[src/rtl/unary_stream_sequencer.sv]
// unary_stream_sequencer
//   Sequencer and round-robin arbiter in front of one shared bit-serial unary
//   unit. A granted operand word goes through three steps. The sequencer
//   clears the unit, then streams the word LSB-first on unit_a/unit_ready.
//   It collects the valid-qualified unit_y bits into a result word. The result
//   is returned on a valid/ready response channel.
//
// Ports
//   clk, reset            clock; asynchronous active-high reset
//   req_valid[1:0]        per-requester job request
//   req_data0/1           operand words
//   req_ready[1:0]        one-hot acceptance (combinational, IDLE only)
//   rsp_valid/rsp_ready   response handshake
//   rsp_data/id/count     collected word, issuing requester, collected bit count
//   rsp_timeout           fewer than INPUT_WIDTH bits were collected
//   unit_clear/a/ready    drive to the unary unit
//   unit_valid/y          result stream from the unary unit
module unary_stream_sequencer #(
    parameter int INPUT_WIDTH  = 16,
    parameter int COUNT_WIDTH  = $clog2(INPUT_WIDTH + 1),
    parameter int DRAIN_CYCLES = INPUT_WIDTH + 1
) (
    input  logic                   clk,
    input  logic                   reset,
    input  logic [1:0]             req_valid,
    input  logic [INPUT_WIDTH-1:0] req_data0,
    input  logic [INPUT_WIDTH-1:0] req_data1,
    output logic [1:0]             req_ready,
    output logic                   rsp_valid,
    input  logic                   rsp_ready,
    output logic [INPUT_WIDTH-1:0] rsp_data,
    output logic                   rsp_id,
    output logic [COUNT_WIDTH-1:0] rsp_count,
    output logic                   rsp_timeout,
    output logic                   unit_clear,
    output logic                   unit_a,
    output logic                   unit_ready,
    input  logic                   unit_valid,
    input  logic                   unit_y
);

    localparam int DRAIN_WIDTH = $clog2(DRAIN_CYCLES + 1);
    localparam logic [COUNT_WIDTH-1:0] FULL       = COUNT_WIDTH'(INPUT_WIDTH);
    localparam logic [COUNT_WIDTH-1:0] LAST_IDX   = COUNT_WIDTH'(INPUT_WIDTH - 1);
    localparam logic [DRAIN_WIDTH-1:0] DRAIN_LAST = DRAIN_WIDTH'(DRAIN_CYCLES - 1);

    typedef enum logic [2:0] {
        S_IDLE,
        S_CLEAR,
        S_STREAM,
        S_DRAIN,
        S_RESP
    } state_t;

    state_t                 state_q, state_d;
    logic                   last_q, last_d;      // requester granted last
    logic                   id_q, id_d;
    logic [INPUT_WIDTH-1:0] op_q, op_d;          // shifted right once per streamed bit
    logic [COUNT_WIDTH-1:0] bit_idx_q, bit_idx_d;
    logic [COUNT_WIDTH-1:0] count_q, count_d;
    logic [DRAIN_WIDTH-1:0] drain_ctr_q, drain_ctr_d;
    logic [INPUT_WIDTH-1:0] result_q, result_d;
    logic                   grant_id;

    always_ff @(posedge clk or posedge reset) begin
        if (reset) begin
            state_q     <= S_IDLE;
            last_q      <= 1'b1;
            id_q        <= 1'b0;
            op_q        <= '0;
            bit_idx_q   <= '0;
            count_q     <= '0;
            drain_ctr_q <= '0;
            result_q    <= '0;
        end else begin
            state_q     <= state_d;
            last_q      <= last_d;
            id_q        <= id_d;
            op_q        <= op_d;
            bit_idx_q   <= bit_idx_d;
            count_q     <= count_d;
            drain_ctr_q <= drain_ctr_d;
            result_q    <= result_d;
        end
    end

    always_comb begin
        state_d     = state_q;
        last_d      = last_q;
        id_d        = id_q;
        op_d        = op_q;
        bit_idx_d   = bit_idx_q;
        count_d     = count_q;
        drain_ctr_d = drain_ctr_q;
        result_d    = result_q;
        req_ready   = 2'b00;
        grant_id    = 1'b0;

        // Collection runs ahead of the state decisions so that STREAM/DRAIN
        // exits can see the post-edge count.
        if ((state_q == S_STREAM || state_q == S_DRAIN) && unit_valid && count_q != FULL) begin
            result_d = result_q | ({{(INPUT_WIDTH-1){1'b0}}, unit_y} << count_q);
            count_d  = count_q + COUNT_WIDTH'(1);
        end

        case (state_q)
            S_IDLE: begin
                if (req_valid != 2'b00) begin
                    // On a tie, the requester not granted last wins.
                    grant_id    = (req_valid == 2'b11) ? ~last_q : req_valid[1];
                    req_ready   = grant_id ? 2'b10 : 2'b01;
                    id_d        = grant_id;
                    op_d        = grant_id ? req_data1 : req_data0;
                    bit_idx_d   = '0;
                    count_d     = '0;
                    drain_ctr_d = '0;
                    result_d    = '0;
                    state_d     = S_CLEAR;
                end
            end
            S_CLEAR: state_d = S_STREAM;
            S_STREAM: begin
                op_d      = op_q >> 1;
                bit_idx_d = bit_idx_q + COUNT_WIDTH'(1);
                if (bit_idx_q == LAST_IDX)
                    state_d = (count_d == FULL) ? S_RESP : S_DRAIN;
            end
            S_DRAIN: begin
                drain_ctr_d = drain_ctr_q + DRAIN_WIDTH'(1);
                if (count_d == FULL || drain_ctr_q == DRAIN_LAST)
                    state_d = S_RESP;
            end
            S_RESP: begin
                if (rsp_ready) begin
                    last_d  = id_q;
                    state_d = S_IDLE;
                end
            end
            default: state_d = S_IDLE;
        endcase
    end

    // Unit-side strobes decode straight from state so reset drops them at once.
    assign unit_clear  = (state_q == S_CLEAR);
    assign unit_ready  = (state_q == S_STREAM);
    assign unit_a      = (state_q == S_STREAM) & op_q[0];

    assign rsp_valid   = (state_q == S_RESP);
    assign rsp_data    = result_q;
    assign rsp_id      = id_q;
    assign rsp_count   = count_q;
    assign rsp_timeout = (state_q == S_RESP) && (count_q != FULL);

endmodule
[config.mk]
export PLATFORM = sky130hd
export DESIGN_NAME = unary_stream_sequencer
export DESIGN_NICKNAME = d
export VERILOG_FILES = /design/src/rtl/unary_stream_sequencer.sv
export SDC_FILE = /design/constraint.sdc
export NUM_CORES = 1
export LEC_CHECK = 0
export CAP_MARGIN = 0
export CORE_UTILIZATION = 44
export CTS_CLUSTER_SIZE = 14
export DETAILED_ROUTE_END_ITERATION = 10
export GPL_TIMING_DRIVEN = 0
export MAX_ROUTING_LAYER = met4
export PLACE_DENSITY = 0.86
export SLEW_MARGIN = 40
export SYNTH_ARGS = -nofsm -noshare
export SYNTH_HDL_FRONTEND = slang
export SYNTH_SLANG_ARGS = --single-unit
[constraint.sdc]
create_clock -name clk -period 1.76 [get_ports clk]
set_input_delay 0.176 -clock clk [delete_from_list [all_inputs] [get_ports clk]]
set_output_delay 0.176 -clock clk [all_outputs]
set_load 0.01 [all_outputs]
==> results.sh <==
export IMPL_status="finished with violations"
export IMPL_violations="setup timing"
export IMPL_power_leakage_uw=0.00173
export IMPL_required_ns=1.93
export IMPL_num_vias=2432
export IMPL_die_h_um=79.4
export IMPL_ys_warn_count=0
export IMPL_async_flop_share=1.00
export IMPL_fin_crit_sh=1.13
export IMPL_syn_nets=313
export IMPL_synth_ff_type="dfrtp_1"
export IMPL_powerDensity_nw_per_um2=1500
export IMPL_setup_tns_ns=-0.615
export IMPL_grt_first_pass_wirelength_mm=11.0
export IMPL_fin_nets=410
export IMPL_synth_ff_latch_count=52
export IMPL_crit_fanout=3
export IMPL_worst_setup_path_start_kind="register"
export IMPL_synth_distinct_cells=46
export IMPL_drtAntennaViolNets=0
export IMPL_rows=27
export IMPL_tightest_slew_ns=0.609
export IMPL_cts_buffers=5
export IMPL_clock_power_share=0.117
export IMPL_worstHoldPathType="in -> async"
export IMPL_synth_edf_count=0
export IMPL_combPwrFrac=0.522
export IMPL_critPathKind="reg -> reg"
export IMPL_crit_arrival_ns=2.15
export IMPL_cts_sinks=52
export IMPL_first_pass_iters=4
export IMPL_rsz0062_at_grt="yes"
export IMPL_finalWeightedCongestion=0.846
export IMPL_initial_core_util=0.467
export IMPL_final_max_slew_viol_count=0
export IMPL_overflow=0
export IMPL_wirelength_mm=7.03
export IMPL_h_tree_depth=2
export IMPL_synth_cells=268
export IMPL_ios=68
export IMPL_drc_errors=0
export IMPL_cts_tree="yes"
export IMPL_portBuffers=67
export IMPL_antenna_found_initial=0
export IMPL_crit_slowest_cell="or4_4"
export IMPL_seq_area_frac_synth=0.494
export IMPL_timing_critical_path_mode_cell="and3_4"
export IMPL_global_route_usage_total=0.232
export IMPL_finalSetupViolCount=4
export IMPL_cts_buffer_depth=2
export IMPL_grt_max_degree=30
export IMPL_syn_area_per_cell_um2=9.83
export IMPL_critPathBufInv=1
export IMPL_area_growth_pct=45.9
export IMPL_die_x_um=79.4
export IMPL_pre_cts_ws_ns=-0.697
export IMPL_post_drt_wl_per_cell_um=16.1
export IMPL_irDropWorstVdd_uv=781
export IMPL_drtIter0Drc=105
export IMPL_drive_gt1_frac=0.208
export IMPL_die_area_um2=6300
export IMPL_final_hold_violation_count=0
export IMPL_max_cap_viol_count=0
export IMPL_clk_latency_ns=0.31
export IMPL_fmax_mhz=505
export IMPL_relSlewSlack=0.589
export IMPL_grt_pass1_vias=2399
export IMPL_syn_area_um2=2640
export IMPL_power_frac_seq=0.361
export IMPL_viasPerCell=5.55
export IMPL_layout_setup_ws_ns=-0.222
export IMPL_fin_crit_ns=1.98
export IMPL_crit_chain="buf_6 > ha_4 > and3_4 > or4_4 > o311ai_2 > and3_4 > a211oi_1"
export IMPL_fin_skew_ns=0.0111
export IMPL_cp_end_kind="register"
export IMPL_core_area_um2=5640
export IMPL_cts_root_buffer="clkbuf_8"
export IMPL_p_sw_uw=2280
export IMPL_n_antenna_cell=0
export IMPL_switching_share=0.394
export IMPL_cp_slowest_stage_delay_ns=0.53
export IMPL_clk_pin_slew_worst_paths_ns=0.10
export IMPL_dp_hpwl_mm=4.68
export IMPL_critPathTopFamily="simple AND/OR/NAND/NOR gates"
export IMPL_internal_power_uw=3510
[timing repair]
| action | CTS | global route |
|---|---|---|
| resized for setup | 45 | 13 |
| hold endpoints to repair | 0 | 0 |
| setup buffers | 11 | 15 |
| pin swaps | 6 | 5 |
| gates cloned | 0 | 1 |
| hold buffers | 0 | 0 |
| endpoints found under the setup margin | 30 | 29 |
[cell usage after synthesis (2+ instances only)]
| master | count | area, um^2 |
|---|---|---|
| inv_1 | 10 | 37.5 |
| and2_1 | 2 | 12.5 |
| xor2_1 | 2 | 17.5 |
| buf_2 | 5 | 25.0 |
| a31oi_1 | 5 | 31.3 |
| o31ai_1 | 2 | 15.0 |
| nor2b_1 | 4 | 25.0 |
| o21ai_0 | 27 | 135 |
| ha_1 | 6 | 75.1 |
| buf_6 | 2 | 22.5 |
| clkbuf_1 | 8 | 30.0 |
| xnor2_1 | 4 | 35.0 |
| nand3_1 | 9 | 45.0 |
| nor3_1 | 3 | 15.0 |
| nor2_1 | 31 | 116 |
| nand2_1 | 19 | 71.3 |
| a41oi_1 | 2 | 17.5 |
| nand4_1 | 2 | 12.5 |
| dfrtp_1 | 51 | 1280 |
| a21oi_1 | 12 | 60.1 |
| a211oi_1 | 2 | 15.0 |
| and3_1 | 5 | 31.3 |
| a22oi_1 | 15 | 113 |
| mux2i_1 | 18 | 180 |
[worst paths after layout]
kind                                startpoint        endpoint  slack (ns)  cells after the start
worst max-delay path              rsp_count[1]      state_q[0]       -0.22                      7
worst min-delay path                     reset     rsp_data[4]        0.20                      2
worst max register to register    rsp_count[1]      state_q[0]       -0.22                      7
worst min register to register  drain_ctr_q[4]  drain_ctr_q[4]        0.49                      1
max in group asynchronous                reset          last_q        1.05                      3
min in group clk                drain_ctr_q[4]  drain_ctr_q[4]        0.49                      1
[per-layer routing]
layer	track usage	part of all wire
met1	0.285	0.42
met3	0.0286	0.038
met4	0.0800	0.020
met2	0.397	0.52
met5	-	0
[placed cells by master, fill, tap and decap left out, types with 10 or more instances in the layout]
master	instances
a21oi_1	10
clkdlybuf4s50_1	60
buf_4	24
o21ai_0	26
mux2i_1	18
dfrtp_1	48
a22oi_1	15
nand2_1	17
nor2_1	30
[state kept, by name, indices dropped and copies added (netlist names)]
register,count
op_q,16
rsp_data,16
bit_idx_q,5
drain_ctr_q,5
rsp_count,5
state_q,3
last_q,1
rsp_id,1
[cells by family (layout without fill, tap and decap cells)]
family / after synthesis / in the layout / share of synthesized area
buffers and inverters: 26 / 124 / 0.0465
AO/OA/AOI/OAI: 73 / 73 / 0.172
AND/OR/NAND/NOR: 86 / 86 / 0.166
flip-flops: 52 / 52 / 0.494
XOR/XNOR: 6 / 6 / 0.0199
adder cells (fa/ha/maj): 6 / 6 / 0.0285
multiplexers: 19 / 19 / 0.0726
[per-stage QoR]
stage          cells  utilization  instance area, um^2  power [uW]  hold slack [ns]
4_1_cts          426        0.660                 3720        5510            0.215
6_report         438        0.682                 3840        5780            0.202
3_5_place_dp     408        0.616                 3480        4580            0.471
3_3_place_gp     407        0.611                 3450        4440            0.463
2_1_floorplan    268            -                 2690        3530            0.372
5_1_grt          438        0.682                 3840        6180            0.226
[power groups by stage]
stage          logic, uW  registers [uW]  clock network [uW]
2_1_floorplan       1420            2110                   0
4_1_cts             2770            2060                 677
5_1_grt             3300            2140                 736
6_report            3020            2090                 674
3_3_place_gp        2400            2040                   0
3_5_place_dp        2510            2070                   0
[layout make-up]
cell class	count	area (um^2)
Buffer	12	97.6
Clock buffer	7	76.3
Clock inverter	1	8.76
Fill cell	426	1800
Inverter	10	45.0
Multi-Input combinational cell	190	1340
Sequential cell	52	1310
Tap cell	72	90.1
Timing Repair Buffer	94	881
[worst reg2reg max path: stages, from the launching register on]
cell	delay (ns)
dfrtp_2	0.43
buf_6	0.13
ha_4	0.15
and3_4	0.18
or4_4	0.54
o311ai_2	0.08
and3_4	0.25
a211oi_1	0.09
Note: power is estimated with default switching activity, not from simulation.
